==> src/rtl/conv_encoder.sv <==
// conv_encoder: K=7 rate-1/2 convolutional encoder (g0=133, g1=171) with 802.11a puncturing under CONVENC_PUNCTURE_EN.
// Latency: first kept bit of a transfer on DataOUT one edge after the transfer, the second kept bit one edge later.
// Backpressure: READY is low while the 2-entry output buffer is full; it is derived from registers only, never from VALID.
module conv_encoder (
  input  logic       clock,
  input  logic       ConvEncoder_Reset,
  input  logic [1:0] ConvEncoder_Rate,
  input  logic       ConvEncoder_DataIN,
  input  logic       ConvEncoder_DataIN_VALID,
  output logic       ConvEncoder_DataIN_READY,
  output logic       ConvEncoder_DataOUT,
  output logic       ConvEncoder_DataOUTVALID
);

  logic [5:0] history;     // history[k-1] holds x(-k)
  logic [1:0] bufBits;     // bufBits[0] is the head of the holding buffer
  logic [1:0] bufCnt;
  logic       transfer;
  logic       codeA;
  logic       codeB;
  logic [1:0] keepCnt;
  logic       keepFirst;
  logic       keepSecond;
  logic [1:0] remCnt;
  logic [1:0] nextBits;
  logic [1:0] nextCnt;

  assign ConvEncoder_DataIN_READY = (bufCnt != 2'd2);
  assign transfer = ConvEncoder_DataIN_VALID & ConvEncoder_DataIN_READY;
  assign codeA = ConvEncoder_DataIN ^ history[1] ^ history[2] ^ history[4] ^ history[5];
  assign codeB = ConvEncoder_DataIN ^ history[0] ^ history[1] ^ history[2] ^ history[5];

`ifdef CONVENC_PUNCTURE_EN
  logic [1:0] phase;
  logic [1:0] latchedRate;
  logic [1:0] reqRate;
  logic [1:0] activeRate;
  logic [1:0] lastPhase;

  // Code 11 behaves as rate 1/2; the rate only takes effect at phase 0
  assign reqRate    = (ConvEncoder_Rate == 2'b11) ? 2'b00 : ConvEncoder_Rate;
  assign activeRate = (phase == 2'd0) ? reqRate : latchedRate;

  // Select which generator outputs survive puncturing at the current phase
  always_comb begin
    keepCnt    = 2'd2;
    keepFirst  = codeA;
    keepSecond = codeB;
    lastPhase  = 2'd0;
    case (activeRate)
      2'b01: begin
        lastPhase = 2'd1;
        if (phase == 2'd1) keepCnt = 2'd1;
      end
      2'b10: begin
        lastPhase = 2'd2;
        if (phase == 2'd1) begin
          keepCnt = 2'd1;
        end else if (phase == 2'd2) begin
          keepCnt   = 2'd1;
          keepFirst = codeB;
        end
      end
      default: ;
    endcase
  end

  // Advance the puncture phase per transfer and capture the rate at each period start
  always_ff @(posedge clock or posedge ConvEncoder_Reset) begin
    if (ConvEncoder_Reset) begin
      phase       <= 2'd0;
      latchedRate <= 2'b00;
    end else if (transfer) begin
      phase <= (phase == lastPhase) ? 2'd0 : phase + 2'd1;
      if (phase == 2'd0) latchedRate <= reqRate;
    end
  end
`else
  // Without puncturing every transfer emits A then B and the rate input is ignored
  logic rateUnused;
  assign rateUnused = ^ConvEncoder_Rate;
  assign keepCnt    = 2'd2;
  assign keepFirst  = codeA;
  assign keepSecond = codeB;
`endif

  // Pop the head first, then append this transfer's kept bits behind what remains
  always_comb begin
    remCnt   = (bufCnt == 2'd0) ? 2'd0 : bufCnt - 2'd1;
    nextBits = {1'b0, bufBits[1]};
    nextCnt  = remCnt;
    if (transfer) begin
      nextCnt = remCnt + keepCnt;
      if (remCnt == 2'd0) nextBits = {keepSecond, keepFirst};
      else                nextBits = {keepFirst, bufBits[1]};
    end
  end

  // Register the output bit, the holding buffer and the encoder history
  always_ff @(posedge clock or posedge ConvEncoder_Reset) begin
    if (ConvEncoder_Reset) begin
      history                  <= 6'd0;
      bufBits                  <= 2'b00;
      bufCnt                   <= 2'd0;
      ConvEncoder_DataOUT      <= 1'b0;
      ConvEncoder_DataOUTVALID <= 1'b0;
    end else begin
      if (bufCnt != 2'd0) begin
        ConvEncoder_DataOUT      <= bufBits[0];
        ConvEncoder_DataOUTVALID <= 1'b1;
      end else begin
        ConvEncoder_DataOUTVALID <= 1'b0;
      end
      bufBits <= nextBits;
      bufCnt  <= nextCnt;
      if (transfer) history <= {history[4:0], ConvEncoder_DataIN};
    end
  end

endmodule
==> config.mk <==
export PLATFORM = sky130hd
export DESIGN_NAME = conv_encoder
export DESIGN_NICKNAME = d
export VERILOG_FILES = /design/src/rtl/conv_encoder.sv
export SDC_FILE = /design/constraint.sdc
export NUM_CORES = 1
export LEC_CHECK = 0
export BUFFER_PORTS_ARGS = -buffer_cell sky130_fd_sc_hd__buf_4
export CAP_MARGIN = 20
export CORE_MARGIN = 2
export CORE_UTILIZATION = 40
export DETAILED_ROUTE_END_ITERATION = 10
export PLACE_DENSITY = 0.68
export SLEW_MARGIN = 20
export SYNTH_ARGS = -nofsm -noshare
export SYNTH_HDL_FRONTEND = slang
export SYNTH_SLANG_ARGS = --single-unit
==> constraint.sdc <==
create_clock -name clock -period 1.35 [get_ports clock]
set_input_delay 0.27 -clock clock [delete_from_list [all_inputs] [get_ports clock]]
set_output_delay 0.27 -clock clock [all_outputs]
set_load 0.03 [all_outputs]
# Yosys cells after proc, flatten, opt, wreduce, memory -nomap -nowiden
# Cells that the tools add are included.
# word_totals
regBits	12
out_inout_bits	3
inputBits	6
elab_cells	25
# classes
reduce_logical	3
add_sub_neg	2
bitwise	9
eq_ne	1
mux	5
# op_table
op	count
$mux W2	4
$xor A1 B1 Y1	8
$logic_not A2 Y1	2
$add A2 B2 Y2 const B	1
$ne A2 B2 Y1 const B	1
$reduce_bool A2 Y1	1
$sub A2 B1 Y2 const B	1
$and A1 B1 Y1	1
$mux W1	1

# Depth between registers and ports, before layout
# depth
depth_word	6
depth_mapped	3

# Least setup slack after synthesis
# OpenSTA, ideal clock, no wires.
# synth_path
kind	reg-to-reg
start	register bufCnt[0]
end	register history[0]
setup_ns	0.128
arrival_ns	1.222
setup_slack_ns	0.001
path_stages_with_launch	4
path_cell_list	dfrtp_1 > nand2b_1 > nand2_2 > mux2_1
# synth_between
elab_chain_len	2
# synth_lines
element	line_no	rtl
from (decl)	17	logic [1:0] bufCnt;
from (signal assigned)	115	bufCnt <= nextCnt;
$ne A2 B2 Y1	28	assign ConvEncoder_DataIN_READY = (bufCnt != 2'd2);
via ConvEncoder_DataIN_READY	10	output logic ConvEncoder_DataIN_READY,
$and A1 B1 Y1	29	assign transfer = ConvEncoder_DataIN_VALID & ConvEncoder_DataIN_READY;
to (signal assigned)	116	if (transfer) history <= {history[4:0], ConvEncoder_DataIN};
to (decl)	15	logic [5:0] history;
# The timed path passes the listed nets, and every way through them passes these cells.
# A chain may end at the register's enable or synchronous reset.

# Worst setup path in the final report
# layout_path
start	register bufCnt[0]
end	output ConvEncoder_DataIN_READY
# layout_between
elab_chain_len	1
# layout_lines
element	line_no
$ne A2 B2 Y1	28
to (decl)	10
# Every way passes these cells.

==> flow_summary.html <==
<table>
<tr><th>Metric</th><th>Value</th></tr>
<tr><th colspan="2">Die</th></tr>
<tr><td>I/O Pins</td><td>9</td></tr>
<tr><td>Die area</td><td>1610 um^2</td></tr>
<tr><td>Initial cell density of the core</td><td>41.7%</td></tr>
<tr><td>Die Wd</td><td>40.1 um</td></tr>
<tr><td>Die H</td><td>40.1 um</td></tr>
<tr><td>Core Box Area</td><td>1250 um^2</td></tr>
<tr><td>Std cell rows</td><td>13</td></tr>
<tr><th colspan="2">Synth</th></tr>
<tr><td>Post-synthesis async set-or-reset flop share</td><td>between 90% and 100%</td></tr>
<tr><td>Count leader, synth</td><td>sky130_fd_sc_hd__dfrtp_1</td></tr>
<tr><td>Area leader, netlist</td><td>sky130_fd_sc_hd__dfrtp_1</td></tr>
<tr><td>Portion of the post-synthesis area used by sequential elements</td><td>between 50% and 60%</td></tr>
<tr><td>Number of warning messages in the yosys log</td><td>0</td></tr>
<tr><td>Top cells by area, synth</td><td>sky130_fd_sc_hd__dfrtp_1, sky130_fd_sc_hd__mux2_1, sky130_fd_sc_hd__xnor3_1, sky130_fd_sc_hd__xnor2_2, sky130_fd_sc_hd__nand2b_1</td></tr>
<tr><td>Combinational family with the most area after synthesis</td><td>multiplexers</td></tr>
<tr><td>Average cell area after synthesis</td><td>roughly 15 um^2</td></tr>
<tr><td>Adder-cell share of the synthesized area</td><td>0%</td></tr>
<tr><td>Post-synthesis net count</td><td>~40</td></tr>
<tr><td>Top cell type's share of synthesized area</td><td>57.6%</td></tr>
<tr><td>Seq cells post-synth</td><td>12</td></tr>
<tr><td>Count of flip-flops with a built-in enable after synthesis</td><td>0</td></tr>
<tr><td>Parity-gate share of the synthesized area counting xor and xnor cells</td><td>between 10 and 15%</td></tr>
<tr><td>Commonest cells post-synth</td><td>sky130_fd_sc_hd__dfrtp_1, sky130_fd_sc_hd__mux2_1</td></tr>
<tr><td>Proportion of synthesized area in mux cells</td><td>between 10% and 20%</td></tr>
<tr><td>Netlist cell types</td><td>13</td></tr>
<tr><td>Simple-Gate Fraction of Synth Area</td><td>under 10%</td></tr>
<tr><td>Synthesized netlist cell count</td><td>35</td></tr>
<tr><td>Post-Synthesis Cell Area</td><td>roughly 520 um^2</td></tr>
<tr><td>Complex-gate fraction of the synthesized area</td><td>1.92%</td></tr>
<tr><td>Top_reg_cell synth</td><td>sky130_fd_sc_hd__dfrtp_1</td></tr>
<tr><th colspan="2">Run</th></tr>
<tr><td>Total of max-cap violations</td><td>0</td></tr>
<tr><th colspan="2">Placement</th></tr>
<tr><td>Number of buffers added on ports</td><td>6</td></tr>
<tr><td>Dpl cells</td><td>between 50 and 60</td></tr>
<tr><td>Worst-case setup slack after placement</td><td>approximately 130 ps</td></tr>
<tr><td>Detailed-placement wirelength estimate</td><td>approximately 600 um</td></tr>
<tr><td>Routability congestion estimate</td><td>about 0.72</td></tr>
<tr><th colspan="2">Route</th></tr>
<tr><td>Vias per cell</td><td>4.92</td></tr>
<tr><td>Post-route ant nets</td><td>0</td></tr>
<tr><td>Total wire length after detailed routing</td><td>839 um</td></tr>
<tr><td>Via count</td><td>~300</td></tr>
<tr><td>Detailed Routing Iterations Pass 1</td><td>2</td></tr>
<tr><td>Post-DR wirelength/cell</td><td>14.0 um</td></tr>
<tr><td>Initial drt markers</td><td>5</td></tr>
<tr><td>Drc violations</td><td>0</td></tr>
<tr><th colspan="2">Critical path</th></tr>
<tr><td>Highest fanout seen on the critical path</td><td>3</td></tr>
<tr><td>Critical Path Sink Type</td><td>output port</td></tr>
<tr><td>Startpoint Class</td><td>register</td></tr>
<tr><td>CP Data Required Time</td><td>1080 ps</td></tr>
<tr><td>Critical setup path kind</td><td>register to output port</td></tr>
<tr><td>Worst EP arrival</td><td>about 1000 ps</td></tr>
<tr><th colspan="2">Status</th></tr>
<tr><td>Violated checks</td><td>hold timing</td></tr>
<tr><td>Outcome</td><td>finished with violations</td></tr>
<tr><th colspan="2">STA</th></tr>
<tr><td>Hold_ws</td><td>-7.41 ps</td></tr>
<tr><td>Slew of the pin with the lowest slew margin</td><td>454 ps</td></tr>
<tr><td>Number of setup violations in the final report</td><td>0</td></tr>
<tr><td>Final worst-path cycle share</td><td>95.6%</td></tr>
<tr><td>Worst-case setup margin in the final layout</td><td>slightly below 60 ps</td></tr>
<tr><td>Slew margin rel.</td><td>~70%</td></tr>
<tr><td>Unrepaired setup endpoints after global routing</td><td>false</td></tr>
<tr><td>Fin crit period</td><td>about 1300 ps</td></tr>
<tr><td>Achievable frequency</td><td>0.775 GHz</td></tr>
<tr><td>Slew Limit Fails</td><td>0</td></tr>
<tr><td>Hold violation total from the final report</td><td>7</td></tr>
<tr><td>Final setup TNS</td><td>0 ps</td></tr>
<tr><td>Setup clock skew after layout</td><td>between 5 and 6 ps</td></tr>
<tr><th colspan="2">Global routing</th></tr>
<tr><td>Remaining global-route overflow</td><td>0</td></tr>
<tr><td>Number of global-route vias before repair</td><td>between 300 and 400</td></tr>
<tr><td>Wire length of the first global-routing pass</td><td>~1.4 mm</td></tr>
<tr><td>Antenna violations before repair</td><td>0</td></tr>
<tr><td>Total global-route track usage</td><td>between 15 and 20%</td></tr>
<tr><td>Largest net degree at the start of global routing</td><td>13</td></tr>
<tr><th colspan="2">Clock network</th></tr>
<tr><td>Clock tree root driver cell</td><td>sky130_fd_sc_hd__clkbuf_4</td></tr>
<tr><td>Worst skew pair latency</td><td>~280 ps</td></tr>
<tr><td>Clk buf depth</td><td>2</td></tr>
<tr><td>Clock H-tree levels</td><td>1</td></tr>
<tr><td>Buffer count from post-CTS setup fixing</td><td>0</td></tr>
<tr><td>Clock-pin slew on the worst setup and hold paths</td><td>around 80 ps</td></tr>
<tr><td>TritonCTS buffer count</td><td>3</td></tr>
<tr><td>Gates resized, CTS repair</td><td>1</td></tr>
<tr><td>Number of sinks on the clock net</td><td>12</td></tr>
<tr><td>Post-cts hold buffer count</td><td>0</td></tr>
<tr><td>Clock tree from TritonCTS</td><td>done</td></tr>
<tr><th colspan="2">Power and ir drop</th></tr>
<tr><td>Max VDD drop</td><td>roughly 0.97 mV</td></tr>
<tr><td>Leakage dissipation</td><td>around 0.31 nW</td></tr>
<tr><td>Power per unit of standard cell area</td><td>~2200 nW/um^2</td></tr>
<tr><th colspan="2">Finish</th></tr>
<tr><td>Final layout net count</td><td>52</td></tr>
<tr><td>Share of final-layout standard cells stronger than drive strength 1</td><td>between 30% and 40%</td></tr>
<tr><td>Final cell count without fillers</td><td>60</td></tr>
<tr><td>Layout-stage area growth over the synthesis result</td><td>20.6%</td></tr>
<tr><td>ANT cells</td><td>0</td></tr>
<tr><th colspan="2">Worst hold path</th></tr>
<tr><td>Worst Hold Class</td><td>input pin to async pin</td></tr>
</table>
==> layout by cell type, fill, tap and decap left out, types with 2 or more instances in the layout <==
master | Yosys | final
sky130_fd_sc_hd__buf_4 | 0 | 6
sky130_fd_sc_hd__clkbuf_4 | 0 | 3
sky130_fd_sc_hd__dfrtp_1 | 12 | 12
sky130_fd_sc_hd__inv_1 | 2 | 2
sky130_fd_sc_hd__mux2_1 | 7 | 7
sky130_fd_sc_hd__nand2_1 | 2 | 2
sky130_fd_sc_hd__xnor2_2 | 2 | 2
sky130_fd_sc_hd__xnor3_1 | 2 | 2
==> final cells by class <==
type / instances / area [um^2]
Sequential cell: 12 / 300
Clock buffer: 4 / 36.3
Multi-Input combinational cell: 21 / 221
Inverter: 2 / 7.51
Fill cell: 107 / 623
Tap cell: 15 / 18.8
Timing Repair Buffer: 6 / 45.0
==> where the power goes <==
part | switching, mW | total, mW | internal, mW
Sequential | 0.0953 | 0.577 | 0.482
Combinational | 0.185 | 0.495 | 0.310
Clock | 0.129 | 0.293 | 0.164
Total | 0.410 | 1.37 | 0.956
==> stage by stage <==
| stage | utilization, % | cell area, um^2 | power, mW |
|---|---|---|---|
| final | 50.2 | 629 | 1.37 |
| after global routing | 50.2 | 629 | 1.44 |
| after CTS | 50.2 | 629 | 1.38 |
| after detailed placement | 46.8 | 586 | 1.08 |
| after global placement | 46.8 | 586 | 1.05 |
| after floorplan | - | 522 | 0.964 |
==> cell families (layout without fill, tap and decap cells) <==
logic type                count (synthesis)  in the layout
AOI/OAI and AO/OA                         2              2
xor gates and xnor gates                  4              4
buffers and inverters                     2             12
DFF                                      12             12
muxes                                     8              8
and+or+nand+nor                           7              7
==> flip-flops by register name, indices dropped and copies added (netlist names) <==
register and count:
history 6, bufBits 2, bufCnt 2, ConvEncoder_DataOUT 1
ConvEncoder_DataOUTVALID 1
==> critical path: stages (launching register included) <==
cell	delay [ps]
sky130_fd_sc_hd__dfrtp_1	410
sky130_fd_sc_hd__nand2b_4	160
sky130_fd_sc_hd__buf_4	170
==> worst paths after layout <==
path	start	to	slack [ps]	cells after the start
max in group asynchronous	ConvEncoder_Reset	bufBits[0]	1040	2
min	ConvEncoder_Reset	ConvEncoder_DataOUT	-7	2
max reg2reg	history[1]	bufBits[1]	130	3
max	bufCnt[0]	ConvEncoder_DataIN_READY	60	2
min in group clock	ConvEncoder_DataIN_VALID	bufCnt[1]	230	2
min reg2reg	bufBits[0]	ConvEncoder_DataOUT	480	1
==> layer usage <==
layer / GRT usage [%] / routed length [um]
met1: 15.3 / 341
met2: 25.8 / 462
met3: 3.33 / 25
met4: 15.5 / 8
met5: 0 / 0
No activity file was read; power rests on OpenSTA's default activity.
